**config.mk**
```make
export PLATFORM = sky130hd
export DESIGN_NAME = instruction_encoder_loader
export DESIGN_NICKNAME = d
export VERILOG_FILES = /design/src/rtl/instruction_encoder_loader.sv
export SDC_FILE = /design/constraint.sdc
export NUM_CORES = 1
export LEC_CHECK = 0
export CORE_UTILIZATION = 49
export CTS_CLUSTER_DIAMETER = 120
export DETAILED_ROUTE_END_ITERATION = 12
export PLACE_DENSITY = 0.78
export RECOVER_POWER = 50
export SKIP_CTS_REPAIR_TIMING = 1
export SYNTH_ARGS = -nofsm -noshare
export SYNTH_HDL_FRONTEND = slang
export SYNTH_SLANG_ARGS = --single-unit
```
**constraint.sdc**
```tcl
create_clock -name clk -period 2.7 [get_ports clk]
set_input_delay 0.54 -clock clk [delete_from_list [all_inputs] [get_ports clk]]
set_output_delay 0.54 -clock clk [all_outputs]
set_load 0.02 [all_outputs]
```
**src/rtl/instruction_encoder_loader.sv**
```systemverilog
// instruction_encoder_loader
// Packs RV32 instruction fields into 32-bit words and streams them into
// instruction memory at incrementing word addresses. Each bundle takes three
// cycles: capture (IDLE), encode + range check (ENC), memory write (WR).
//
// Handshake: a bundle transfers on a rising edge where in_valid and in_ready
// are both high; the source must hold the bundle stable until that edge.
// in_ready is high only in IDLE while neither full nor done.
module instruction_encoder_loader #(
  parameter int Width     = 32,
  parameter int AddrWidth = 6
) (
  input  logic                 clk,
  input  logic                 reset,
  input  logic                 in_valid,
  output logic                 in_ready,
  input  logic [2:0]           fmt,
  input  logic [4:0]           rd,
  input  logic [4:0]           rs1,
  input  logic [4:0]           rs2,
  input  logic [2:0]           funct3,
  input  logic [6:0]           funct7,
  input  logic [Width-1:0]     imm,
  input  logic                 last,
  output logic                 mem_we,
  output logic [AddrWidth-1:0] mem_addr,
  output logic [Width-1:0]     mem_wdata,
  output logic [AddrWidth:0]   count,
  output logic                 full,
  output logic                 done,
  output logic                 err,
  output logic [1:0]           dbg_state
);

  typedef enum logic [1:0] {
    IDLE = 2'd0,
    ENC  = 2'd1,
    WR   = 2'd2
  } state_e;

  localparam logic [AddrWidth:0] FullCount = {1'b1, {AddrWidth{1'b0}}};
  localparam logic [AddrWidth:0] CountOne  = {{AddrWidth{1'b0}}, 1'b1};

  state_e               state_q, state_d;
  logic [2:0]           fmt_q;
  logic [4:0]           rd_q, rs1_q, rs2_q;
  logic [2:0]           f3_q;
  logic [6:0]           f7_q;
  logic [Width-1:0]     imm_q;
  logic                 last_q;
  logic [Width-1:0]     word_q;
  logic [AddrWidth:0]   count_q;
  logic                 done_q, err_q;

  logic                 accept;
  logic [Width-1:0]     enc_word;
  logic                 enc_err;
  logic                 imm12_ok, imm20_ok;

  assign full      = (count_q == FullCount);
  assign in_ready  = (state_q == IDLE) & ~full & ~done_q;
  assign accept    = in_valid & in_ready;
  assign mem_we    = (state_q == WR);
  assign mem_addr  = count_q[AddrWidth-1:0];
  assign mem_wdata = word_q;
  assign count     = count_q;
  assign done      = done_q;
  assign err       = err_q;
  assign dbg_state = state_q;

  // Immediate must survive the decoder's sign extension unchanged.
  assign imm12_ok = (imm_q == {{(Width-12){imm_q[11]}}, imm_q[11:0]});
  assign imm20_ok = (imm_q == {{(Width-20){imm_q[19]}}, imm_q[19:0]});

  // Field packing per format; bit placement is the exact inverse of the core decoder.
  always_comb begin
    enc_word = '0;
    enc_err  = 1'b0;
    case (fmt_q)
      3'd0: enc_word = {f7_q, rs2_q, rs1_q, f3_q, rd_q, 7'b0110011};
      3'd1: begin
        enc_word = {imm_q[11:0], rs1_q, f3_q, rd_q, 7'b0000011};
        enc_err  = ~imm12_ok;
      end
      3'd2: begin
        enc_word = {imm_q[11:5], rs2_q, rs1_q, f3_q, imm_q[4:0], 7'b0100011};
        enc_err  = ~imm12_ok;
      end
      3'd3: begin
        enc_word = {imm_q[11], imm_q[9:4], rs2_q, rs1_q, f3_q, imm_q[3:0], imm_q[10], 7'b1100011};
        enc_err  = ~imm12_ok;
      end
      3'd4: begin
        enc_word = {imm_q[11:0], rs1_q, f3_q, rd_q, 7'b0010011};
        enc_err  = ~imm12_ok;
      end
      3'd5: begin
        enc_word = {imm_q[11:0], rs1_q, f3_q, rd_q, 7'b1100111};
        enc_err  = ~imm12_ok;
      end
      3'd6: begin
        enc_word = {imm_q[19], imm_q[9:0], imm_q[10], imm_q[18:11], rd_q, 7'b1101111};
        enc_err  = ~imm20_ok;
      end
      default: enc_err = 1'b1;
    endcase
  end

  // Next-state: IDLE -> ENC on accept, ENC -> WR (or back to IDLE on error), WR -> IDLE.
  always_comb begin
    state_d = state_q;
    case (state_q)
      IDLE:    if (accept) state_d = ENC;
      ENC:     state_d = enc_err ? IDLE : WR;
      WR:      state_d = IDLE;
      default: state_d = IDLE;
    endcase
  end

  // State register, field capture, encoded word, write counter and sticky flags.
  always_ff @(posedge clk) begin
    if (reset) begin
      state_q <= IDLE;
      fmt_q   <= '0;
      rd_q    <= '0;
      rs1_q   <= '0;
      rs2_q   <= '0;
      f3_q    <= '0;
      f7_q    <= '0;
      imm_q   <= '0;
      last_q  <= 1'b0;
      word_q  <= '0;
      count_q <= '0;
      done_q  <= 1'b0;
      err_q   <= 1'b0;
    end else begin
      state_q <= state_d;
      if (accept) begin
        fmt_q  <= fmt;
        rd_q   <= rd;
        rs1_q  <= rs1;
        rs2_q  <= rs2;
        f3_q   <= funct3;
        f7_q   <= funct7;
        imm_q  <= imm;
        last_q <= last;
      end
      if (state_q == ENC) begin
        if (enc_err) begin
          err_q <= 1'b1;
          if (last_q) done_q <= 1'b1;
        end else begin
          word_q <= enc_word;
        end
      end
      if (state_q == WR) begin
        count_q <= count_q + CountOne;
        if (last_q) done_q <= 1'b1;
      end
    end
  end

endmodule
```
### Word-level counts from Yosys, hierarchy flattened

Cells that the tools add are included.
W data, S select, Z words.

* register bits after elaboration: 104
* input bits: 64
* output and inout port bits: 52
* logic and storage cells: 49

* add/subtract/negate cells: 1
* eq/ne operators: 12
* mux-type cells: 10
* bitwise operators: 8
* reduce and logical (&&, ||, !) cells: 5

Operators with widths (count)
* $pmux W32 S7: 1
* $eq A20 B20 Y1: 1
* $eq A12 B12 Y1: 1
* $eq A3 B3 Y1 const B: 3
* $add A7 B1 Y7 const B: 1
* $eq A7 B7 Y1 const B: 1
* $eq A3 B2 Y1 const B: 2
* $mux W1: 5
* $not A1 Y1: 5
* $reduce_or A5 Y1: 1
* $mux W2: 2
* $pmux W2 S2: 1
* $reduce_and A2 Y1: 2
* $and A1 B1 Y1: 3
* $eq A3 B1 Y1 const B: 1
* $logic_not A3 Y1: 1
* $pmux W1 S3: 1
* $eq A2 B1 Y1 const B: 1
* $eq A2 B2 Y1 const B: 1
* $logic_not A2 Y1: 1
* $ne A2 B2 Y1 const B: 1

### Logic depth before layout (Yosys ltp)

* word-level depth: 7
* mapped depth: 10
* depth with buffers taken out: 8

### Worst setup path before layout

OpenSTA, ideal clock, no wires.

* path kind: flip-flop to flip-flop
* start: reg count_q[0] (netlist: count[0])
* end: reg imm_q[14]
* setup time: 0.133 ns
* arrival: 2.259 ns
* data required time: 2.567 ns
* setup slack: 0.308 ns
* cell stages (with the launch flop): 10
* path buffers: 2
* clock period less this slack: 2.392 ns
* path through: dfxtp_1 inv_1 ha_1 or4b_2 o311a_1 and2_1 clkbuf_1 clkbuf_1 nand2_1 a21oi_1

* word-level cells in the longest chain between the ends: 5

Ends and longest elaborated chain
* start, declared: RTL line 52 `logic [AddrWidth:0] count_q;`
* start signal, assigned: RTL line 157 `count_q <= count_q + CountOne;`
* $eq A7 B7 Y1: RTL line 60 `assign full = (count_q == FullCount);`
* $not A1 Y1: RTL line 61 `assign in_ready = (state_q == IDLE) & ~full & ~done_q;`
* $and A1 B1 Y1 (2 in series): RTL line 61
* via in_ready: RTL line 16 `output logic in_ready,`
* $and A1 B1 Y1: RTL line 62 `assign accept = in_valid & in_ready;`
* end signal, assigned: RTL line 145 `imm_q <= imm;`
* end, declared: RTL line 49 `logic [Width-1:0] imm_q;`

The timed path passes the listed nets, and every way through them passes these cells.
A chain may end at the register's enable or synchronous reset.

### Worst setup path after layout

* start: reg count_q[0] (netlist: count[0])
* end: out in_ready

* word-level cells in the longest chain between the ends: 4

Ends and longest elaborated chain (RTL line)
* $eq A7 B7 Y1: 60
* $not A1 Y1: 61
* $and A1 B1 Y1 (2 in series): 61
* end, declared: 16

No other way between the ends.

==> impl_metrics.env <==
export IMPL_muxShareOfSynthArea=0.0177
export IMPL_nNetsFinal=732
export IMPL_ys_seq_area_frac=0.456
export IMPL_clock_skew_ns=0.0114
export IMPL_powerDensity_nw_per_um2=609
export IMPL_violations="DRC"
export IMPL_grt_total_usage=0.248
export IMPL_fin_crit_ns=2.63
export IMPL_wl_per_cell_um=15.3
export IMPL_slowest_stage="or4b_2"
export IMPL_cts_buffer_depth=2
export IMPL_n_fill_cell=761
export IMPL_area_delta_synth_final_pct=30.9
export IMPL_met3_length_um=676
export IMPL_status="finished, violations left"
export IMPL_placed_cell_area_um2=5730
export IMPL_syn_nets=645
export IMPL_cts_tree="done"
export IMPL_required_ns=2.16
export IMPL_ys_types=44
export IMPL_core_um2=8850
export IMPL_synth_edf_count=0
export IMPL_slew_viol_final=0
export IMPL_synthArstFlopShare=0
export IMPL_syn_area_per_cell_um2=7.86
export IMPL_reg2reg_from="count[0]"
export IMPL_diodes=0
export IMPL_die_y_um=98.1
export IMPL_dieArea_um2=9620
export IMPL_r2r_slack_ns=0.18
export IMPL_viasPerCell=5.63
export IMPL_final_area_um2=5920
export IMPL_rows=34
export IMPL_setup_violations=0
export IMPL_grt_max_degree=108
export IMPL_cp_start_kind="flop"
export IMPL_numCtsBuffers=9
export IMPL_min_to="f7_q[6]"
export IMPL_dp_hpwl_um=8270
export IMPL_ys_ff_latch=103
export IMPL_cpLargestDelayFamily="simple AND/OR/NAND/NOR gates"
export IMPL_cts_htree_levels=3
export IMPL_io_pins=116
export IMPL_synth_area_um2=4530
export IMPL_drtPass1Iterations=12
export IMPL_route_detailed_drc=5
export IMPL_synth_simple_area_share=0.212
export IMPL_layout_commonest_cell="nand2_1"
export IMPL_synth_adder_area_share=0.0138
export IMPL_grt_pass1_vias=4092
export IMPL_grt_pass1_wl_um=19500
export IMPL_hold_viol_final=0
export IMPL_path_cells="inv_1, ha_1, or4b_2, o311a_1, clkbuf_2"
export IMPL_place_congestion=0.820
export IMPL_yosysWarningCount=0
export IMPL_ant_nets=0
export IMPL_portBuffers=115
export IMPL_netlist_instances=576
export IMPL_initial_core_util=0.511
export IMPL_hold_slack_ns=0.460
export IMPL_synth_top_family_by_area="compound AO/OA/AOI/OAI gates"
export IMPL_globalRouteOverflowTotal=0
export IMPL_clock_latency_ns=0.36
export IMPL_wl_um=11900
export IMPL_post_route_cells_drive_above_1_share=0.0614
export IMPL_path_clk_slew_ns=0.09
export IMPL_antenna_found_initial=0
export IMPL_max_slew_margin=0.314
export IMPL_finalCritPeriodShare=0.976
export IMPL_cp_end_kind="primary output"
export IMPL_synth_ff_type="dfxtp_1"
export IMPL_crit_path_max_incr_delay_ns=0.63
export IMPL_p_leak_nw=2.22
export IMPL_synth_compound_area_frac=0.231
export IMPL_critPathBufInv=2
export IMPL_drv_cap=0
export IMPL_synth_xor_area_frac=0.00774
export IMPL_die_w_um=98.1
export IMPL_routed_top_layer="met4"
export IMPL_clock_fmax_mhz=380
export IMPL_wirelength_met1_um=5310
export IMPL_reg2reg_to="f7_q[5]"
export IMPL_num_vias=4368
export IMPL_wl_met2_um=5700
export IMPL_cp_startpoint="count[0]"
export IMPL_hold_class="reg2reg"
export IMPL_clockRootBuffer="clkbuf_8"
export IMPL_worst_pin_slew_ns=1.03
export IMPL_worst_r2r_cell_count=8
export IMPL_cp_arrival_ns=2.09
export IMPL_worstSetupPathType="reg2out"
export IMPL_dp_worst_setup_slack_ns=0.0961
export IMPL_drt_iter0_drc=275
export IMPL_final_cell_mix="nand2_1 (144), a21oi_1 (117), dfxtp_1 (102), clkdlybuf4s50_1 (63), dlygate4sd3_1 (49)"
export IMPL_fin_ws_ns=0.0658
export IMPL_ir_worst_vdd_mv=0.312
export IMPL_crit_fanout=6
export IMPL_whs_path_depth=2
export IMPL_clock_sinks=103
export IMPL_min_from="f7_q[6]"
==> report_power, final <==
group          leakage (nW)  switching (mW)  internal, mW  total, mW
logic                  1.28           0.481         0.382      0.863
clock network         0.105           0.515         0.478      0.993
registers             0.844           0.101          1.65       1.75
total                  2.22            1.10          2.51       3.61
==> stage by stage <==
stage          setup TNS, ns  total power, mW  std cells  utilization
3_5_place_dp               0             2.68        760        0.648
5_1_grt              -0.0466             3.78        776        0.670
2_1_floorplan              0             2.30        576            -
4_1_cts               -0.507             3.66        776        0.671
6_report                   0             3.61        776        0.670
3_3_place_gp               0             2.65        760        0.648
==> sequential cells by signal (all words and copies together) (netlist names), named ones only <==
name / cells
fmt_q: 3
err: 1
mem_wdata: 31
rs1_q: 5
f3_q: 3
dbg_state: 2
last_q: 1
rd_q: 5
count: 7
rs2_q: 5
f7_q: 7
imm_q: 32
==> routing by layer <==
layer,vias up,track usage
met5,-,0
met3,24,0.0387
met4,0,0.0886
met1,2005,0.329
met2,181,0.409
li1,2158,-
==> layout make-up <==
cell class	count	area, um^2	share of cell area
inverter	10	37.5	0.00634
clock buffer	11	151	0.0256
sequential	103	2060	0.348
timing repair buffer	128	1290	0.218
clock inverter	5	56.3	0.00950
multi-input combinational	411	2190	0.370
tap	108	135	0.0228
==> worst max-delay path by stage <==
stage               depth (start not counted)        end  slack (ns)
floorplan                                   9  imm_q[14]        0.31
global placement                            5   in_ready        0.14
detailed placement                          5   in_ready         0.1
CTS                                         5   in_ready       -0.31
global route                                5   in_ready       -0.05
finish                                      5   in_ready        0.07
==> worst register-to-register path, delay by kind of cell, from the launching register on <==
family	cells	cell delay [ns]
simple gates	3	1.06
compound gates	2	0.43
fa+ha+maj	1	0.16
buf+inv	2	0.35
flops	1	0.36
==> cell usage after synthesis, types with 2 or more instances <==
cell | number | area share
nor2_1 | 23 | 0.019
nor2b_1 | 3 | 0.0041
and2_1 | 3 | 0.0041
o21ai_1 | 3 | 0.0033
inv_1 | 8 | 0.0066
a21o_1 | 2 | 0.0033
a311oi_1 | 2 | 0.0039
mux2i_1 | 8 | 0.018
xor2_1 | 3 | 0.0058
nand4b_1 | 2 | 0.0039
nand4_1 | 6 | 0.0083
clkbuf_1 | 31 | 0.026
buf_2 | 11 | 0.012
a21oi_1 | 117 | 0.13
nand3_1 | 5 | 0.0055
or3_1 | 2 | 0.0028
dfxtp_1 | 103 | 0.46
nand2_1 | 145 | 0.12
or4_1 | 2 | 0.0033
a221oi_1 | 7 | 0.014
o2bb2ai_1 | 5 | 0.0097
ha_1 | 5 | 0.014
o21ai_0 | 6 | 0.0066
a211oi_1 | 24 | 0.040
nor3b_1 | 9 | 0.015
o311a_1 | 2 | 0.0044
nor4_1 | 5 | 0.0069
nor3_1 | 2 | 0.0022
buf_4 | 9 | 0.015
a22oi_1 | 5 | 0.0083
clkinv_1 | 2 | 0.0017
nand2b_1 | 4 | 0.0055
==> cells by family (layout without fill, tap and decap cells) <==
family / count (synthesis) / after routing
AOI/OAI and AO/OA: 177 / 177
xor gates and xnor gates: 4 / 4
adders and majority gates: 5 / 5
and+or+nand+nor: 217 / 217
buffers and inverters: 62 / 154
DFF: 103 / 103
muxes: 8 / 8
Note: power is estimated with default switching activity, not from simulation.
